$ cat config.mk
export PLATFORM = sky130hd
export DESIGN_NAME = boot_loader
export DESIGN_NICKNAME = d
export VERILOG_FILES = /design/src/rtl/boot_loader_pkg.sv /design/src/rtl/boot_loader_csum.sv /design/src/rtl/boot_loader.sv
export SDC_FILE = /design/constraint.sdc
export NUM_CORES = 1
export LEC_CHECK = 0
export CAP_MARGIN = 20
export CORE_MARGIN = 5
export CORE_UTILIZATION = 48
export CTS_CLUSTER_DIAMETER = 40
export DETAILED_ROUTE_END_ITERATION = 10
export GPL_TIMING_DRIVEN = 0
export PLACE_DENSITY_LB_ADDON = 0.12
export SLEW_MARGIN = 25
export SYNTH_ARGS = -nofsm -noshare
export SYNTH_HDL_FRONTEND = slang
export SYNTH_SLANG_ARGS = --single-unit
$ cat constraint.sdc
create_clock -name clk -period 2 [get_ports clk]
set_input_delay 0.6 -clock clk [delete_from_list [all_inputs] [get_ports clk]]
set_output_delay 0.6 -clock clk [all_outputs]
set_load 0.05 [all_outputs]
$ cat src/rtl/boot_loader_pkg.sv
// Shared header-field positions, address step and FSM state type for the boot loader.
package boot_loader_pkg;

  localparam int unsigned HDR_LAST_BIT   = 31;
  localparam int unsigned HDR_TARGET_BIT = 30;
  localparam int unsigned HDR_ADDR_LSB   = 16;
  localparam int unsigned ADDR_STEP      = 4;

  typedef enum logic [2:0] {
    ST_HEADER,
    ST_LOAD,
    ST_CSUM,
    ST_RUN,
    ST_ERROR
  } state_t;

endpackage

$ cat src/rtl/boot_loader_csum.sv
// Running checksum for the boot loader: clear on header, accumulate payload, compare.
module loader_csum #(
  parameter int unsigned DATA_WIDTH = 32
) (
  input  logic                  clk,
  input  logic                  rst_n,
  input  logic                  clr,
  input  logic                  acc,
  input  logic [DATA_WIDTH-1:0] din,
  input  logic [DATA_WIDTH-1:0] cmp,
  output logic                  match
);

  logic [DATA_WIDTH-1:0] sum;

  always_ff @(posedge clk or negedge rst_n) begin
    if (!rst_n) begin
      sum <= '0;
    end else if (clr) begin
      sum <= '0;
    end else if (acc) begin
      sum <= sum + din;
    end
  end

  assign match = (sum == cmp);

endmodule

$ cat src/rtl/boot_loader.sv
// Header-driven multi-section loader for instruction/data BRAMs; releases the core when done.
// Optional per-section checksum checking is built when BOOT_LOADER_CSUM_EN is defined.
module boot_loader
  import boot_loader_pkg::*;
#(
  parameter int unsigned DATA_WIDTH = 32,
  parameter int unsigned ADDR_WIDTH = 10,
  parameter int unsigned CNT_WIDTH  = 16
) (
  input  logic                  clk,
  input  logic                  rst_n,
  input  logic                  s_valid,
  input  logic [DATA_WIDTH-1:0] s_data,
  output logic                  s_ready,
  output logic [ADDR_WIDTH-1:0] i_w_addr,
  output logic [DATA_WIDTH-1:0] i_w_dat,
  output logic                  i_w_enb,
  output logic [ADDR_WIDTH-1:0] d_w_addr,
  output logic [DATA_WIDTH-1:0] d_w_dat,
  output logic                  d_w_enb,
  output logic                  pc_stall,
  output logic                  d_bram_init_done,
  output logic                  rd_enbl,
  output logic                  load_err
);

  state_t                state;
  logic                  accept;
  logic [CNT_WIDTH-1:0]  hdr_cnt;
  logic [ADDR_WIDTH-1:0] hdr_addr;
  logic [CNT_WIDTH-1:0]  remain;
  logic [ADDR_WIDTH-1:0] addr_q;
  logic                  last_q;
  logic                  target_q;

  assign accept   = s_valid && s_ready;
  assign hdr_cnt  = s_data[CNT_WIDTH-1:0];
  assign hdr_addr = {s_data[HDR_ADDR_LSB+ADDR_WIDTH-1:HDR_ADDR_LSB+2], 2'b00};

`ifdef BOOT_LOADER_CSUM_EN
  logic csum_match;

  loader_csum #(.DATA_WIDTH(DATA_WIDTH)) u_csum (
    .clk   (clk),
    .rst_n (rst_n),
    .clr   (accept && (state == ST_HEADER)),
    .acc   (accept && (state == ST_LOAD)),
    .din   (s_data),
    .cmp   (s_data),
    .match (csum_match)
  );
`else
  assign load_err = 1'b0;
`endif

  // Write strobes default low each cycle so enables are single-cycle pulses and
  // address/data read as zero whenever no write is in flight.
  always_ff @(posedge clk or negedge rst_n) begin
    if (!rst_n) begin
      state            <= ST_HEADER;
      s_ready          <= 1'b0;
      i_w_addr         <= '0;
      i_w_dat          <= '0;
      i_w_enb          <= 1'b0;
      d_w_addr         <= '0;
      d_w_dat          <= '0;
      d_w_enb          <= 1'b0;
      pc_stall         <= 1'b1;
      d_bram_init_done <= 1'b0;
      rd_enbl          <= 1'b0;
      remain           <= '0;
      addr_q           <= '0;
      last_q           <= 1'b0;
      target_q         <= 1'b0;
`ifdef BOOT_LOADER_CSUM_EN
      load_err         <= 1'b0;
`endif
    end else begin
      i_w_addr <= '0;
      i_w_dat  <= '0;
      i_w_enb  <= 1'b0;
      d_w_addr <= '0;
      d_w_dat  <= '0;
      d_w_enb  <= 1'b0;
      case (state)
        ST_HEADER: begin
          s_ready <= 1'b1;
          if (accept) begin
            last_q   <= s_data[HDR_LAST_BIT];
            target_q <= s_data[HDR_TARGET_BIT];
            addr_q   <= hdr_addr;
            remain   <= hdr_cnt;
            if (hdr_cnt != '0) begin
              state <= ST_LOAD;
            end else if (s_data[HDR_LAST_BIT]) begin
`ifdef BOOT_LOADER_CSUM_EN
              state <= ST_CSUM;
`else
              state            <= ST_RUN;
              s_ready          <= 1'b0;
              pc_stall         <= 1'b0;
              d_bram_init_done <= 1'b1;
              rd_enbl          <= 1'b1;
`endif
            end
          end
        end
        ST_LOAD: begin
          if (accept) begin
            if (target_q) begin
              d_w_addr <= addr_q;
              d_w_dat  <= s_data;
              d_w_enb  <= 1'b1;
            end else begin
              i_w_addr <= addr_q;
              i_w_dat  <= s_data;
              i_w_enb  <= 1'b1;
            end
            addr_q <= addr_q + ADDR_WIDTH'(ADDR_STEP);
            remain <= remain - CNT_WIDTH'(1);
            if (remain == CNT_WIDTH'(1)) begin
`ifdef BOOT_LOADER_CSUM_EN
              state <= ST_CSUM;
`else
              if (last_q) begin
                state            <= ST_RUN;
                s_ready          <= 1'b0;
                pc_stall         <= 1'b0;
                d_bram_init_done <= 1'b1;
                rd_enbl          <= 1'b1;
              end else begin
                state <= ST_HEADER;
              end
`endif
            end
          end
        end
`ifdef BOOT_LOADER_CSUM_EN
        ST_CSUM: begin
          if (accept) begin
            if (!csum_match) begin
              state    <= ST_ERROR;
              s_ready  <= 1'b0;
              load_err <= 1'b1;
            end else if (last_q) begin
              state            <= ST_RUN;
              s_ready          <= 1'b0;
              pc_stall         <= 1'b0;
              d_bram_init_done <= 1'b1;
              rd_enbl          <= 1'b1;
            end else begin
              state <= ST_HEADER;
            end
          end
        end
        ST_ERROR: ;
`endif
        ST_RUN: ;
        default: state <= ST_HEADER;
      endcase
    end
  end

endmodule

## Yosys cells after proc, flatten, opt, wreduce, memory -nomap -nowiden

Index checks and enable logic that the tools add are counted.

| storage, ports and cells | value |
|---|---|
| flip-flop bits (word level) | 120 |
| logic and storage cells | 85 |

| cells by class | value |
|---|---|
| add/sub/neg operators | 2 |
| equality and inequality tests | 10 |
| muxes and demuxes | 49 |
| bitwise gates (word level) | 1 |
| reductions and logical operators | 9 |

Operators with widths:

| kind | count |
|---|---|
| $mux 32 | 6 |
| $mux 10 | 8 |
| $mux 16 | 2 |
| $pmux 16 s2 | 1 |
| $mux 1 | 21 |
| $pmux 10 s2 | 1 |
| $eq 16x1->1 const B | 1 |
| $reduce_bool 16->1 | 1 |
| $sub 16x1->16 const B | 1 |
| $mux 3 | 5 |
| $ne 2x2->1 const B | 6 |
| $add 10x3->10 const B | 1 |
| $pmux 3 s3 | 1 |
| $reduce_and 7->1 | 1 |
| $pmux 1 s2 | 3 |
| $reduce_and 5->1 | 1 |
| $reduce_and 4->1 | 1 |
| $eq 3x1->1 const B | 1 |
| $eq 3x2->1 const B | 1 |
| $logic_not 3->1 | 1 |
| $ne 3x3->1 const B | 1 |
| $reduce_and 3->1 | 1 |
| $mux 2 | 1 |
| $reduce_and 2->1 | 1 |
| other kinds (3) | 3 |

## Logic depth before layout (Yosys ltp)

Gate-level depths: netlist (run 1).

| depth | value |
|---|---|
| depth in word-level cells | 4 |
| gate-level depth with buffers | 6 |

## Worst setup path after synthesis (run 1)

Ideal clock, no wire load.

| path | value |
|---|---|
| path type | register to register |
| start | reg s_ready |
| end | reg remain[6] |
| arrival | 1524 ps |
| slack | 340 ps |
| cell stages (with the launch flop) | 7 |
| path buffers | 2 |
| period minus slack after synthesis | 1660 ps |
| path through | dfrtp_1 and3b_1 buf_2 buf_2 nand2_1 mux2i_1 a21oi_1 |

| between the ends | value |
|---|---|
| longest elaborated chain between the ends | 3 |

RTL lines:

| what | RTL line | source |
|---|---|---|
| start, declared | boot_loader.sv:14 | `output logic s_ready,` |
| start signal, assigned | boot_loader.sv:61 | `s_ready <= 1'b0;` |
| start signal, assigned | boot_loader.sv:87 | `s_ready <= 1'b1;` |
| start signal, assigned | boot_loader.sv:100 | `s_ready <= 1'b0;` |
| $logic_and 1x1->1 (*) | boot_loader.sv:36 | `assign accept = s_valid && s_ready;` |
| $ne 2x2->1 (no source line) | - |  |
| $reduce_and 3->1 (no source line) (*) | - |  |
| end signal, assigned | boot_loader.sv:92 | `remain <= hdr_cnt;` |
| end signal, assigned | boot_loader.sv:120 | `remain <= remain - CNT_WIDTH'(1);` |
| end, declared | boot_loader.sv:31 | `logic [CNT_WIDTH-1:0] remain;` |

Every way passes the cells marked *; elsewhere a longest branch is shown, timed or not.
A chain may end at the register's enable or synchronous reset.

## Worst setup path after layout (run 1)

| path | value |
|---|---|
| start | reg i_w_addr[6] |
| end | out i_w_addr[6] |

RTL lines:

| what | RTL line | source |
|---|---|---|
| start, declared | boot_loader.sv:15 | `output logic [ADDR_WIDTH-1:0] i_w_addr,` |
| start signal, assigned | boot_loader.sv:115 | `i_w_addr <= addr_q;` |

No word-level cell between the ends.

==> impl_metrics.csv, run 1 <==
group,metric,value,unit
status,outcome,"finished with violations",
status,violations,"negative hold slack",
timing,skew,0.005389,ns
clocking,tritoncts,"done",
detailed_routing,via_per_inst,5.473,
floorplanning,die_w,106.7,um
clocking,clock-sinks,115,
yosys,yosys.area_share.simple,21.29,%
yosys,ys_types,44,
power,totalPowerFinal,7893,uW
clocking,cts_setup_buffers,0,
placement,dp_hpwl,7796,um
worst_setup_path,path_max_fanout,1,
yosys,synth-xor-area-share,0,%
final_layout,fillCellCount,687,
yosys,ys.flop_type,"dfrtp_1",
global_route,grtUsageTotal,20.98,%
clocking,path_clk_slew,0.06,ns
timing,hold_viol_final,1,
worst_setup_path,reg2reg_to,"remain[3]$_DFFE_PN0P_",
final_layout,nets,570,
timing,fin_setup_tns,0,ns
timing,slew_viol_final,0,
floorplanning,fp.coreArea,9153,um2
timing,rsz0062_at_grt,"no",
global_route,grt_overflow,0,
worst_setup_path,cp.arrival,1.37,ns
worst_setup_path,cpPeakStageDelay,0.53,ns
placement,placed_cells,624,
worst_setup_path,worstPathCellList,"dlygate4sd2_1",
power,leakage,0.003220,uW
worst_setup_path,endpoint_kind,"output port",
yosys,synth.ff_latch_count,115,
final_layout,finalInstanceArea,6442,um2
timing,worstMarginPinSlew,0.5930,ns
min_path,min_path_type,"primary input to async pin",
placement,placed_cell_area,5901,um2
final_layout,syn2layout_area_growth,43.67,%
power,ir_worst_vdd,0.7854,mV
final_layout,drive_gt1_share,10.66,%
yosys,synthAdderAreaFrac,0.8371,%
final_layout,final_common_cell,"dfrtp_1",
worst_setup_path,required,1.40,ns
power,p_per_area,1225,nW/um2
floorplanning,start_util,49.00,%
yosys,synthTopCellsByArea,"dfrtp_1 (64%), and2_1 (11%), a21oi_1 (2.7%)",
detailed_routing,firstDrtPassIters,5,
worst_setup_path,cp_slowest_cell,"dlygate4sd2_1",
yosys,async_reset_ff_share,100.0,%
detailed_routing,num_vias,3585,
final_layout,antenna_cells,0,
global_route,grt_pass1_vias,3540,
yosys,synth_compound_area_share,9.180,%
worst_setup_path,crit_type,"flop to output port",
global_route,grtUsageMet3,6.321,%
clocking,clkLatencyLatePin,0.51,ns
timing,fin_crit,1.972,ns
global_route,antenna_found_initial,0,
worst_setup_path,start_kind,"flop",
worst_setup_path,reg2regPathDepth,6,
yosys,synthMuxAreaShare,1.590,%
final_layout,final_cell_mix,"dfrtp_1 (114), and2_1 (80), dlygate4sd2_1 (62)",
final_layout,final_cell_count_no_fill,655,
floorplanning,fp.dieH,106.7,um
floorplanning,die_area,11380,um2
yosys,ys.warnings.count,0,
timing,whs,-0.004471,ns
yosys,yosysTopAreaCell,"dfrtp_1",
yosys,synth.yosys.seq_area_share,64.20,%
yosys,synth_top_family_by_area,"simple AND/OR/NAND/NOR gates",
placement,gp_congestion,0.8996,
placement,io_buffers,124,
clocking,cts_buffer_depth,2,
yosys,syn_area_per_cell,11.62,um2
detailed_routing,drt_iter0_markers,302,
timing,finalSetupViolCount,0,
yosys,synthCells,386,
timing,postLayoutSetupSlackWorst,0.02752,ns
yosys,synth_edf_count,0,
yosys,yosys.area.top_type_share,63.62,%
worst_setup_path,path_delay_family,"buffers and inverters",
global_route,busiest_layer,"met2",
detailed_routing,wire_per_inst,17.55,um
detailed_routing,routed_wl,11490,um
flow_run,cap_violations,0,
timing,fin_crit_sh,98.62,%
clocking,root_buffer,"clkbuf_8",
floorplanning,std_cell_rows,35,
yosys,syn_area,4484,um2
global_route,grt_max_degree,74,
worst_setup_path,crit_buf_inv,1,
global_route,use_met1,28.48,%
worst_setup_path,regToRegStartpoint,"state[0]$_DFFE_PN0P_",
placement,dpl_worst_slack,-0.4211,ns
clocking,cts_made_buffers,17,
timing,fmax,0.5070,GHz
global_route,grt_pass1_wl,18590,um
floorplanning,pin_count,126,
timing,max_slew_margin,60.10,%
worst_setup_path,regToRegSetupSlack,0.16,ns
detailed_routing,drc,0,
detailed_routing,ant_nets,0,
global_route,gr-usage-met2,31.65,%
clocking,htreeDepth,4,
## synth_stat cells, drive strengths merged (3+ instances only)
library cell,instances
nor3,8
nand3,9
buf,11
ha,3
clkbuf,12
and2,80
nor4,10
mux2i,6
dfrtp,114
inv,5
a2bb2oi,3
nor2,13
nor3b,3
o22ai,18
nand4,6
a21oi,24
nand2,25
o21ai,12
## sequential cells by signal (all words and copies together), names as in the netlist
name and count:
last_q 1, i_w_dat 32, rd_enbl 1, s_ready 1
i_w_addr 9, state 2, d_w_addr 9, pc_stall 1
target_q 1, d_w_dat 32, d_w_enb 1, addr_q 8
i_w_enb 1, remain 16
## cell type report
| cell class | count | area, um2 | share of cell area, % |
|---|---|---|---|
| plain buffers | 23 | 108.9 | 1.690 |
| well taps | 111 | 138.9 | 2.156 |
| multi-input cells | 245 | 1486 | 23.07 |
| flip-flops and latches | 115 | 2879 | 44.69 |
| clock buffers | 21 | 459.2 | 7.128 |
| clock inverters | 10 | 178.9 | 2.777 |
| repair buffers | 125 | 1172 | 18.20 |
| inverters | 5 | 18.77 | 0.2913 |
## cells by family (layout without fill, tap and decap cells)
group	Yosys count	after routing
AO/OA/AOI/OAI	68	68
other	1	3
buffers and inverters	28	184
adder cells (fa/ha/maj)	3	3
multiplexers	7	7
flip-flops	115	115
AND/OR/NAND/NOR	164	164
## worst max-delay path by stage
stage                                startpoint  slack [ns]                    end  cells after the start
after floorplan             s_ready$_DFFE_PN0P_        0.34  remain[6]$_DFFE_PN0P_                      6
final                     i_w_addr[6]$_DFF_PN0_        0.03            i_w_addr[6]                      1
after global placement                    rst_n       -3.84  d_w_dat[29]$_DFF_PN0_                      1
after detailed placement                s_valid       -0.42  i_w_dat[31]$_DFF_PN0_                      6
after CTS                 d_w_dat[25]$_DFF_PN0_      0.0002            d_w_dat[25]                      1
after global routing      i_w_dat[18]$_DFF_PN0_     0.00004            i_w_dat[18]                      1
## report_power, final
part           total [uW]  internal [uW]  switching (uW)  leakage (uW)
sequential           2970           2640             332       0.00151
combinational        1690            591            1090       0.00139
clock                3230           2230            1000      0.000318
## per-layer routing
metal	part of all wire, %	vias to the layer above
li1	-	1625
met1	43	1746
met2	46	186
met3	8.6	28
met4	2.4	0
met5	0	-
## metrics by stage
stage / util [%] / hold WS, ns
after floorplan: - / 0.3044
after detailed placement: 64.47 / 0.4453
final: 70.39 / -0.004471
after global routing: 70.39 / 0.02442
after global placement: 64.16 / 0.4348
after CTS: 70.36 / 0.001951
## timing repair
action                                  in CTS  in global routing
resized for setup                          108                 25
endpoints found under the setup margin      90                 32
hold buffers                                 0                  0
Note: power is estimated with default switching activity, not from simulation.
==> inputs of run 2 (changes only) <==
SYNTH_HIERARCHICAL = 1   (was default)
==> results of run 2 <==
Final layout, timing and power as in run 1 (identical DEF).
Among the figures that moved: Yosys warning count 0 -> 6
==> RTL edit: new RTL, settings of run 1 <==
The 5 states of `state_t` get a one-hot encoding in 5 bits.
--- a/src/rtl/boot_loader_pkg.sv
+++ b/src/rtl/boot_loader_pkg.sv
@@ -8,8 +8,8 @@
 
-  typedef enum logic [2:0] {
-    ST_HEADER,
-    ST_LOAD,
-    ST_CSUM,
-    ST_RUN,
-    ST_ERROR
+  typedef enum logic [4:0] {
+    ST_HEADER = 5'b00001,
+    ST_LOAD   = 5'b00010,
+    ST_CSUM   = 5'b00100,
+    ST_RUN    = 5'b01000,
+    ST_ERROR  = 5'b10000
   } state_t;
Formal check against the unedited RTL: no difference found for any inputs over 4 cycles, from zero or initial values and one cycle with rst_n low; so few cycles prove little.
==> RTL edit against run 1 <==
The run ends with setup timing left; clock skew rose by 0.0017 ns; register-to-register slack got worse by 0.26 ns; area after synthesis up 2.8%; first-iteration DRC count down 7.0%; critical path depth up 5; sequential cell count rose by 1; power grew 11%; routed wire length increased by 7.8%; largest cell class unchanged; final area increased by 4.7%; via count up 6.5%; setup slack got worse by 0.13 ns; utilization increased by 2.3 points; maximum frequency down 6.1%.
==> RTL edit: results (changes against run 1) <==
critical path arrival 2.48 ns (+1.11 ns); post-synthesis compound-gate area fraction 10.5% (+1.3 points); slew margin rel. 62.0% (+1.9 points); vias in the first global route 3880 (+9.6%); Starting DRT DRC Count 281 (-7.0%); largest net degree at the start of global routing 64 (-14%); Nets 598 (+4.9%); Setup-failing EPs final 2 (+2); DP Wirelength 8.24 mm (+5.7%); final setup skew 0.00704 ns (+0.00166 ns); mux contribution to synthesized area 0.706% (-0.88 points); top cells by area, synth dfrtp_1 62%, and2_1 11%, o21ai_0 2.8%, a21oi_1 2.7%, nand2_1 2.0%; LEAKAGE 0.00330 uW (+2.3%); register area share after synthesis 63.0% (-1.2 points); area share of fa/ha/maj cells after synthesis 0.814% (-0.023 points); status finished, violations left; final setup margin -0.100 ns (-0.128 ns); worst vdd ir 890 uV (+13%); XOR/XNOR Fraction of Synth Area 0.190% (+0.19 points); failing checks setup timing; GRT Overall Usage 22.1% (+1.1 points); vias 3819 (+6.5%); filler cell count 697 (+1.5%); Setup TNS -0.118 ns (-0.118 ns); first-pass GRT wire length 20.0 mm (+7.3%); commonest cells in the synthesized netlist 114 x dfrtp_1, 81 x and2_1, 26 x o21ai_0; Int Pwr 5610 uW (+2.6%); Final GP Congestion 0.895 (-0.56%)
[RTL edit: cell count changes after synthesis, sizes merged, moves of 4 or more]
cell / change
o21ai: +14
o22ai: -14
nor2: +9
clkbuf: +8
mux2i: -5
nor3: +5
buf: -4
or3b: +4
[RTL edit: path summary, 6_finish.rpt]
check | depth (start not counted) | slack, ns | to
max | 6 | -0.10 | remain[14]$_DFFE_PN0P_
min | 1 | 0.04 | d_w_addr[1]$_DFF_PN0_
max reg2reg | 6 | -0.10 | remain[14]$_DFFE_PN0P_
min reg2reg | 1 | 0.50 | rd_enbl$_DFFE_PN0P_
max in group asynchronous | 2 | 1.29 | d_w_dat[14]$_DFF_PN0_
min in group clk | 1 | 0.50 | rd_enbl$_DFFE_PN0P_
[RTL edit: kinds of logic after synthesis]
| kind of cell | count (synthesis) |
|---|---|
| compound gates | 79 |
| buf+inv | 32 |
| other cells | 1 |
| flops | 116 |
| simple gates | 177 |
| fa+ha+maj | 3 |
| xor+xnor | 1 |
| mux | 3 |
[RTL edit: layout make-up]
type / instances / area (um2) / area share (%)
Sequential cell: 116 / 2910 / 43.1
Multi-Input combinational cell: 266 / 1690 / 25.0
Timing Repair Buffer: 131 / 1240 / 18.4
Clock buffer: 18 / 428 / 6.35
Clock inverter: 14 / 175 / 2.60
Tap cell: 129 / 161 / 2.39
Buffer: 23 / 129 / 1.91
Inverter: 5 / 18.8 / 0.278
[RTL edit: per-layer routing]
| layer | up-vias | track usage [%] | part of all wire [%] |
|---|---|---|---|
| met3 | 34 | 6.87 | 8.9 |
| li1 | 1711 | - | - |
| met1 | 1869 | 27.3 | 39 |
| met2 | 205 | 36.3 | 50 |
| met5 | - | 0 | 0 |
| met4 | 0 | 8.84 | 2.5 |
[RTL edit: stage by stage]
stage               instance area, um2  setup WS (ns)  cells  hold WS (ns)  utilization (%)
floorplan                         4620        -0.0915    414         0.304                -
CTS                               6670         -0.104    703        0.0615             71.8
global route                      6740         -0.136    702        0.0841             72.6
detailed placement                6050         -0.609    668         0.487             65.2
global placement                  6020          -3.97    667         0.475             64.9
finish                            6740         -0.100    702        0.0442             72.6
[RTL edit: critical path: stages (launching register included)]
cell,delay (ns)
dfrtp_1,0.40
inv_2,0.10
ha_4,0.14
or3b_4,0.38
or4b_4,0.58
o311ai_2,0.27
nand3_1,0.10
[RTL edit: what timing repair did]
item | CTS | global route
buffers inserted | 4 | 2
pin swaps | 4 | 7
endpoints found under the setup margin | 155 | 62
gates resized for setup | 129 | 54
hold endpoints to repair | 0 | 0
[RTL edit: power groups by stage]
stage,clock network [uW],logic (uW),registers (uW)
final,3050,2500,3190
after global routing,3200,2710,3230
after CTS,3090,2410,3150
after detailed placement,0,2290,3160
after global placement,0,2210,3150
after floorplan,0,1230,3410
